`config.mk`:
```
export PLATFORM = sky130hd
export DESIGN_NAME = dmem_bridge
export DESIGN_NICKNAME = d
export VERILOG_FILES = /design/src/rtl/mips_pkg.sv /design/src/rtl/dmem_timeout_ctr.sv /design/src/rtl/dmem_bridge.sv
export SDC_FILE = /design/constraint.sdc
export NUM_CORES = 1
export LEC_CHECK = 0
export ABC_AREA = 0
export BUFFER_PORTS_ARGS = -buffer_cell sky130_fd_sc_hd__buf_2
export CAP_MARGIN = 20
export CORE_MARGIN = 3
export CORE_UTILIZATION = 35
export CTS_BUF_LIST = sky130_fd_sc_hd__clkbuf_8
export DETAILED_ROUTE_END_ITERATION = 10
export GPL_TIMING_DRIVEN = 1
export PLACE_DENSITY = 0.75
export SLEW_MARGIN = 40
export SYNTH_ARGS = -nofsm -noshare
export SYNTH_HDL_FRONTEND = slang
export SYNTH_SLANG_ARGS = --single-unit
```
`constraint.sdc`:
```
create_clock -name clk -period 1.6 [get_ports clk]
set_input_delay 0.16 -clock clk [delete_from_list [all_inputs] [get_ports clk]]
set_output_delay 0.16 -clock clk [all_outputs]
set_load 0.01 [all_outputs]
```
`src/rtl/mips_pkg.sv`:
```
// Shared pipeline definitions: data-memory bridge state encoding and bus constants.
package mips_pkg;

    typedef enum logic [1:0] {
        IDLE = 2'd0,
        REQ  = 2'd1,
        DONE = 2'd2
    } dmem_state_t;

    localparam int         TIMEOUT_CYCLES_DEF = 255;
    localparam logic [3:0] BE_ALL             = 4'b1111;

endpackage

```
`src/rtl/dmem_timeout_ctr.sv`:
```
// Saturating wait-cycle counter for the data-memory bridge (used when DMEM_TIMEOUT_EN is defined).
module dmem_timeout_ctr #(
    parameter int LIMIT = 255,
    parameter int CW    = $clog2(LIMIT + 1)
) (
    input  logic clk,
    input  logic reset,
    input  logic clr,
    input  logic en,
    output logic expire
);

    logic [CW-1:0] count;

    always_ff @(posedge clk or negedge reset) begin
        if (!reset) begin
            count <= '0;
        end else if (clr) begin
            count <= '0;
        end else if (en && (count != CW'(LIMIT))) begin
            count <= count + 1'b1;
        end
    end

    // Fires on the LIMIT-th consecutive enabled cycle.
    assign expire = en && (count == CW'(LIMIT - 1));

endmodule

```
`src/rtl/dmem_bridge.sv`:
```
// M-stage data-memory bridge: registered request/ready bus transaction with stall-friendly ack.
// Optional REQ timeout abort is compiled in when DMEM_TIMEOUT_EN is defined.
module dmem_bridge
    import mips_pkg::*;
#(
    parameter int ADDR_W         = 32,
    parameter int TIMEOUT_CYCLES = TIMEOUT_CYCLES_DEF
) (
    input  logic              clk,
    input  logic              reset,
    input  logic              mem_read_M,
    input  logic              mem_write_M,
    input  logic [31:0]       alu_out_M,
    input  logic [31:0]       write_data_M,
    input  logic [3:0]        byte_en_M,
    input  logic              flush_M,
    input  logic              m_advance,
    output logic [31:0]       read_data_M,
    output logic              data_mem_ack,
    output logic              mem_err_M,
    output logic              bus_req,
    output logic              bus_we,
    output logic [ADDR_W-1:0] bus_addr,
    output logic [31:0]       bus_wdata,
    output logic [3:0]        bus_be,
    input  logic              bus_ready,
    input  logic [31:0]       bus_rdata,
    input  logic              bus_err
);

    dmem_state_t state, state_nx;
    logic [31:0] rdata_q;
    logic        err_q;
    logic        flush_seen;
    logic        tmo_expire;
    logic        access;
    logic [31:0] word_addr;

    assign access    = mem_read_M | mem_write_M;
    assign word_addr = {alu_out_M[31:2], 2'b00};

`ifdef DMEM_TIMEOUT_EN
    dmem_timeout_ctr #(
        .LIMIT (TIMEOUT_CYCLES)
    ) u_timeout (
        .clk    (clk),
        .reset  (reset),
        .clr    (state != REQ),
        .en     ((state == REQ) && !bus_ready),
        .expire (tmo_expire)
    );
`else
    // No timer: REQ waits for the slave forever (the parameter only matters with the timer).
    assign tmo_expire = (TIMEOUT_CYCLES < 0);
`endif

    always_comb begin
        state_nx     = state;
        data_mem_ack = 1'b1;
        case (state)
            IDLE: begin
                data_mem_ack = ~access | flush_M;
                if (access && !flush_M) state_nx = REQ;
            end
            REQ: begin
                data_mem_ack = 1'b0;
                // A flush seen at any point in REQ discards the result instead of presenting it.
                if (bus_ready || tmo_expire)
                    state_nx = (flush_seen || flush_M) ? IDLE : DONE;
            end
            DONE: begin
                if (m_advance || flush_M) state_nx = IDLE;
            end
            default: state_nx = IDLE;
        endcase
    end

    assign read_data_M = (state == DONE) ? rdata_q : 32'd0;
    assign mem_err_M   = (state == DONE) ? err_q   : 1'b0;

    always_ff @(posedge clk or negedge reset) begin
        if (!reset) begin
            state      <= IDLE;
            bus_req    <= 1'b0;
            bus_we     <= 1'b0;
            bus_addr   <= '0;
            bus_wdata  <= '0;
            bus_be     <= '0;
            rdata_q    <= '0;
            err_q      <= 1'b0;
            flush_seen <= 1'b0;
        end else begin
            state <= state_nx;
            case (state)
                IDLE: begin
                    if (access && !flush_M) begin
                        // A simultaneous read+write is issued as a write.
                        bus_req    <= 1'b1;
                        bus_we     <= mem_write_M;
                        bus_addr   <= ADDR_W'(word_addr);
                        bus_wdata  <= mem_write_M ? write_data_M : 32'd0;
                        bus_be     <= mem_write_M ? byte_en_M : BE_ALL;
                        flush_seen <= 1'b0;
                    end
                end
                REQ: begin
                    if (flush_M) flush_seen <= 1'b1;
                    if (bus_ready) begin
                        bus_req <= 1'b0;
                        rdata_q <= bus_we ? 32'd0 : bus_rdata;
                        err_q   <= bus_err;
                    end else if (tmo_expire) begin
                        bus_req <= 1'b0;
                        rdata_q <= 32'd0;
                        err_q   <= 1'b1;
                    end
                end
                default: ;
            endcase
        end
    end

endmodule

```
======== Word-level counts from Yosys, hierarchy flattened ========
Cells that the tools add are included.
storage, ports and cells
  memory bits (writable) .................. 0
  word-level logic and storage cells ...... 46
  ROM bits ................................ 0
  flip-flop bits (word level) ............. 104
  memories ................................ 0
  latch bits .............................. 0
cells by class
  shifts and indexed selects .............. 0
  multiply operators ...................... 0
  reduce and logical (&&, ||, !) cells .... 11
  divide/modulo/power cells ............... 0
  multiplexer cells ....................... 17
  bitwise logic cells ..................... 3
  $add $sub $neg .......................... 0
  equality and inequality tests ........... 6
  magnitude comparators ................... 0
operator list
  cell                                                                    number
  32-bit 2-to-1 mux                                                       3
  3-bit AND reduction                                                     3
  2-bit 2-to-1 mux                                                        4
  2-bit inequality test (second input constant)                           4
  1-bit one-hot mux with 2 select lines                                   3
  2-bit one-hot mux with 3 select lines                                   1
  1-bit 2-to-1 mux                                                        5
  4-bit 2-to-1 mux                                                        1
  2-bit AND reduction                                                     2
  2-bit by 1-bit equality test with 1-bit output (second input constant)  1
  2-bit equality test (second input constant)                             1
  2-bit zero test                                                         1
  1-bit logical OR                                                        2
  1-bit bitwise OR                                                        2
  2-bit nonzero test                                                      1
  1-bit logical AND                                                       1
  1-bit zero test                                                         1
  1-bit NOT                                                               1

======== Longest topological paths before layout ========
  word-level depth ........................ 4
  depth in mapped cells ................... 5
  mapped depth without buffers ............ 3

======== Worst setup path after synthesis ========
OpenSTA, ideal clock, no wires.
  path kind ............................... reg-to-reg
  start point ............................. register state[0]
  end point ............................... register bus_addr[10]
  clock period less this slack ............ 1.609 ns
  slack ................................... -0.009 ns
  buffers on the path ..................... 2
  arrival time ............................ 1.484 ns
  setup time .............................. 0.125 ns
  stages on the path, launching flop included .. 5
  path through ............................ dfrtp_1 -> or4_1 -> buf_2 -> buf_6 -> mux2_4
between the ends
  longest elaborated chain between the ends .. 2
RTL lines
  what                           RTL line            source
  from (decl)                    dmem_bridge.sv:31   dmem_state_t state, state_nx;
  from (signal assigned)         dmem_bridge.sv:93   state <= state_nx;
  2-bit zero test                dmem_bridge.sv:94   case (state)
  2-bit AND reduction (no line)  --
  to (signal assigned)           dmem_bridge.sv:100  bus_addr <= ADDR_W'(word_addr);
  to (decl)                      dmem_bridge.sv:23   output logic [ADDR_W-1:0] bus_addr,
Every way passes these cells.
A chain may end at the register's enable or synchronous reset.

======== Worst setup path after layout ========
  start point ............................. register state[0]
  end point ............................... register bus_addr[21]
Same word-level chain as after synthesis.

==> metrics <==
status finished, violations left; failing checks setup timing; initial antenna violation count 0; Worst Path Required 1.86 ns; Core Rows 41; Hold Path Class in2reg; leakage 3.707 nW; Arr. time, crit path 1.96 ns; first-pass GRT wire length 18390 um; RSZ-0062 raised after global routing true; DRC 0; Seq/Total Area, Yosys 56.05%; Global Route Usage Sum 15.74%; Initial DRC Count 183; Final min period 1.693 ns; clk root buf clkbuf_8; routed vias 3730; max-cap check violation count 0; setup slack, reg-to-reg -0.09 ns; TritonCTS clock tree done; power per cell area 1236 nW/um^2; syn_area_per_cell 11.27 um^2; commonest non-fill, non-tap cell in the layout buf_2; htree depth 3; Initial Util 36.35%; clk_lat worst skew 0.37 ns; total CTS buffers 9; Final Max Tran Viols 0; post-route setup slack -0.09255 ns; most frequent cells in the layout 185 x buf_2, 102 x dfrtp_1, 66 x nand2_1; unique cell type count in the Yosys netlist 21; CP Launch Type flip-flop; Antenna Cells 0; yosys warns 0; Worst Clk Skew 0.007718 ns; WL/cell 14.10 um; Remaining Overflow, GRT 0; clk buf depth 2; Post-layout nets 768; I/O Buffers 207; Post-synth EDFFs 0; clock sink count 104; largest net degree at the start of global routing 68; final setup vio count 75; gpl congestion 0.6888; vias in the first global route 3740; Final ANT Viol Nets 0; layout cells sized above 1 45.86%; Hold WS 0.02390 ns; die span in x 121.2 um; synth-to-layout area growth 47.16%; DRT Pass-1 Iters 4; critical setup path kind reg2reg; crit path max fanout 28; IO Count 212; fillers 1125; DP HPWL 8040 um; Final Hold Fails 0; Routed WL 11800 um; total power 8.448 mW; count of state elements after synthesis 104; ys flop type dfrtp_1; Peak Freq 0.5908 GHz; clock slew at reported path FFs 0.10 ns; die area 14680 um^2; VDD IR-drop max 0.0006514 V; Worst setup EP type flip-flop; fin cells 837; final period utilization 105.8%; routed vias/inst 4.456; placed instance count 776; Die H 121.2 um; Synth Cell Area 4643 um^2; core box area 12770 um^2; async set or reset register ratio after synthesis 100.0%; Synth Instances 412
[timing repair]
action	4_1_cts	5_1_grt
hold buffers	35	0
endpoints found under the setup margin	79	96
setup buffers	7	0
cloned	2	1
gates resized for setup	6	43
hold endpoints to repair	138	0
pin swaps	8	19
[sequential cells by signal, indices dropped and copies added (netlist names)]
signal and flops:
err_q 1, flush_seen 1, bus_be 4, bus_we 1
bus_wdata 32, rdata_q 32, bus_req 1, state 2
bus_addr 30
[where the power goes]
group | internal (mW) | leakage, nW | switching [mW]
sequential | 3.47 | 1.29 | 0.547
combinational | 1.51 | 2.32 | 1.24
clock | 0.740 | 0.0929 | 0.944
total | 5.72 | 3.71 | 2.73
[synthesized netlist by cell type (2+ instances only)]
cell type  instances  share of area [%]
inv_1             34                2.7
o21ai_0           33                3.6
dfrtp_1          104                 56
buf_2              4               0.43
nor2_1             3               0.24
clkbuf_1          17                1.4
nand2_1           66                5.3
nand2b_1          37                5.0
mux2_4            35                 11
mux2i_1           32                6.9
and2_1            33                4.4
buf_6              4               0.97
buf_4              2               0.32
[area by class of cell]
cell class,instances,area (um^2),area share (%)
sequential,104,2605,38.12
tap,172,215.2,3.150
inverter,34,127.6,1.868
multi-input combinational,249,1851,27.08
clock inverter,7,78.83,1.154
clock buffer,9,123.9,1.813
timing repair buffer,262,1832,26.81
[worst max-delay path, cell delays in order, from the launching register on]
cell and delay, ns:
dfrtp_2 0.47, or4_4 0.57, buf_12 0.22, mux2_4 0.32
[cell families after synthesis]
| logic type | after synthesis | share of synthesized area [%] |
|---|---|---|
| compound gates | 36 | 4.096 |
| buf+inv | 61 | 5.847 |
| flops | 104 | 56.05 |
| mux | 68 | 18.46 |
| other cells | 1 | 0.08076 |
| simple gates | 142 | 15.47 |
[path summary, 6_finish.rpt]
path                                       from            to  cells after the start
max in group asynchronous                 reset  bus_addr[31]                      3
worst max-delay path                   state[0]  bus_addr[21]                      3
min in group asynchronous                 reset   bus_addr[9]                      3
worst min-delay path            write_data_M[8]  bus_wdata[8]                      3
worst max register to register         state[0]  bus_addr[21]                      3
worst min register to register      rdata_q[19]   rdata_q[19]                      2
[through the flow]
stage	utilization (%)	TNS [ns]	instance area [um^2]	setup slack, ns
floorplan	-	-0.08103	4653	-0.002634
global placement	46.35	-2.386	5921	-0.06483
global route	53.49	-8.234	6833	-0.1382
CTS	51.83	-4.249	6620	-0.1021
detailed placement	46.40	-1.517	5927	-0.05028
finish	53.49	-3.385	6833	-0.09255
[layer usage]
| metal | up-vias | GRT usage, % | routed length [um] |
|---|---|---|---|
| met5 | - | 0 | 0 |
| met4 | 0 | 6.513 | 267 |
| met3 | 22 | 3.263 | 662 |
| met2 | 138 | 25.49 | 5710 |
| met1 | 1777 | 20.59 | 5159 |
| li1 | 1793 | - | - |
(Power assumes the default switching activity.)
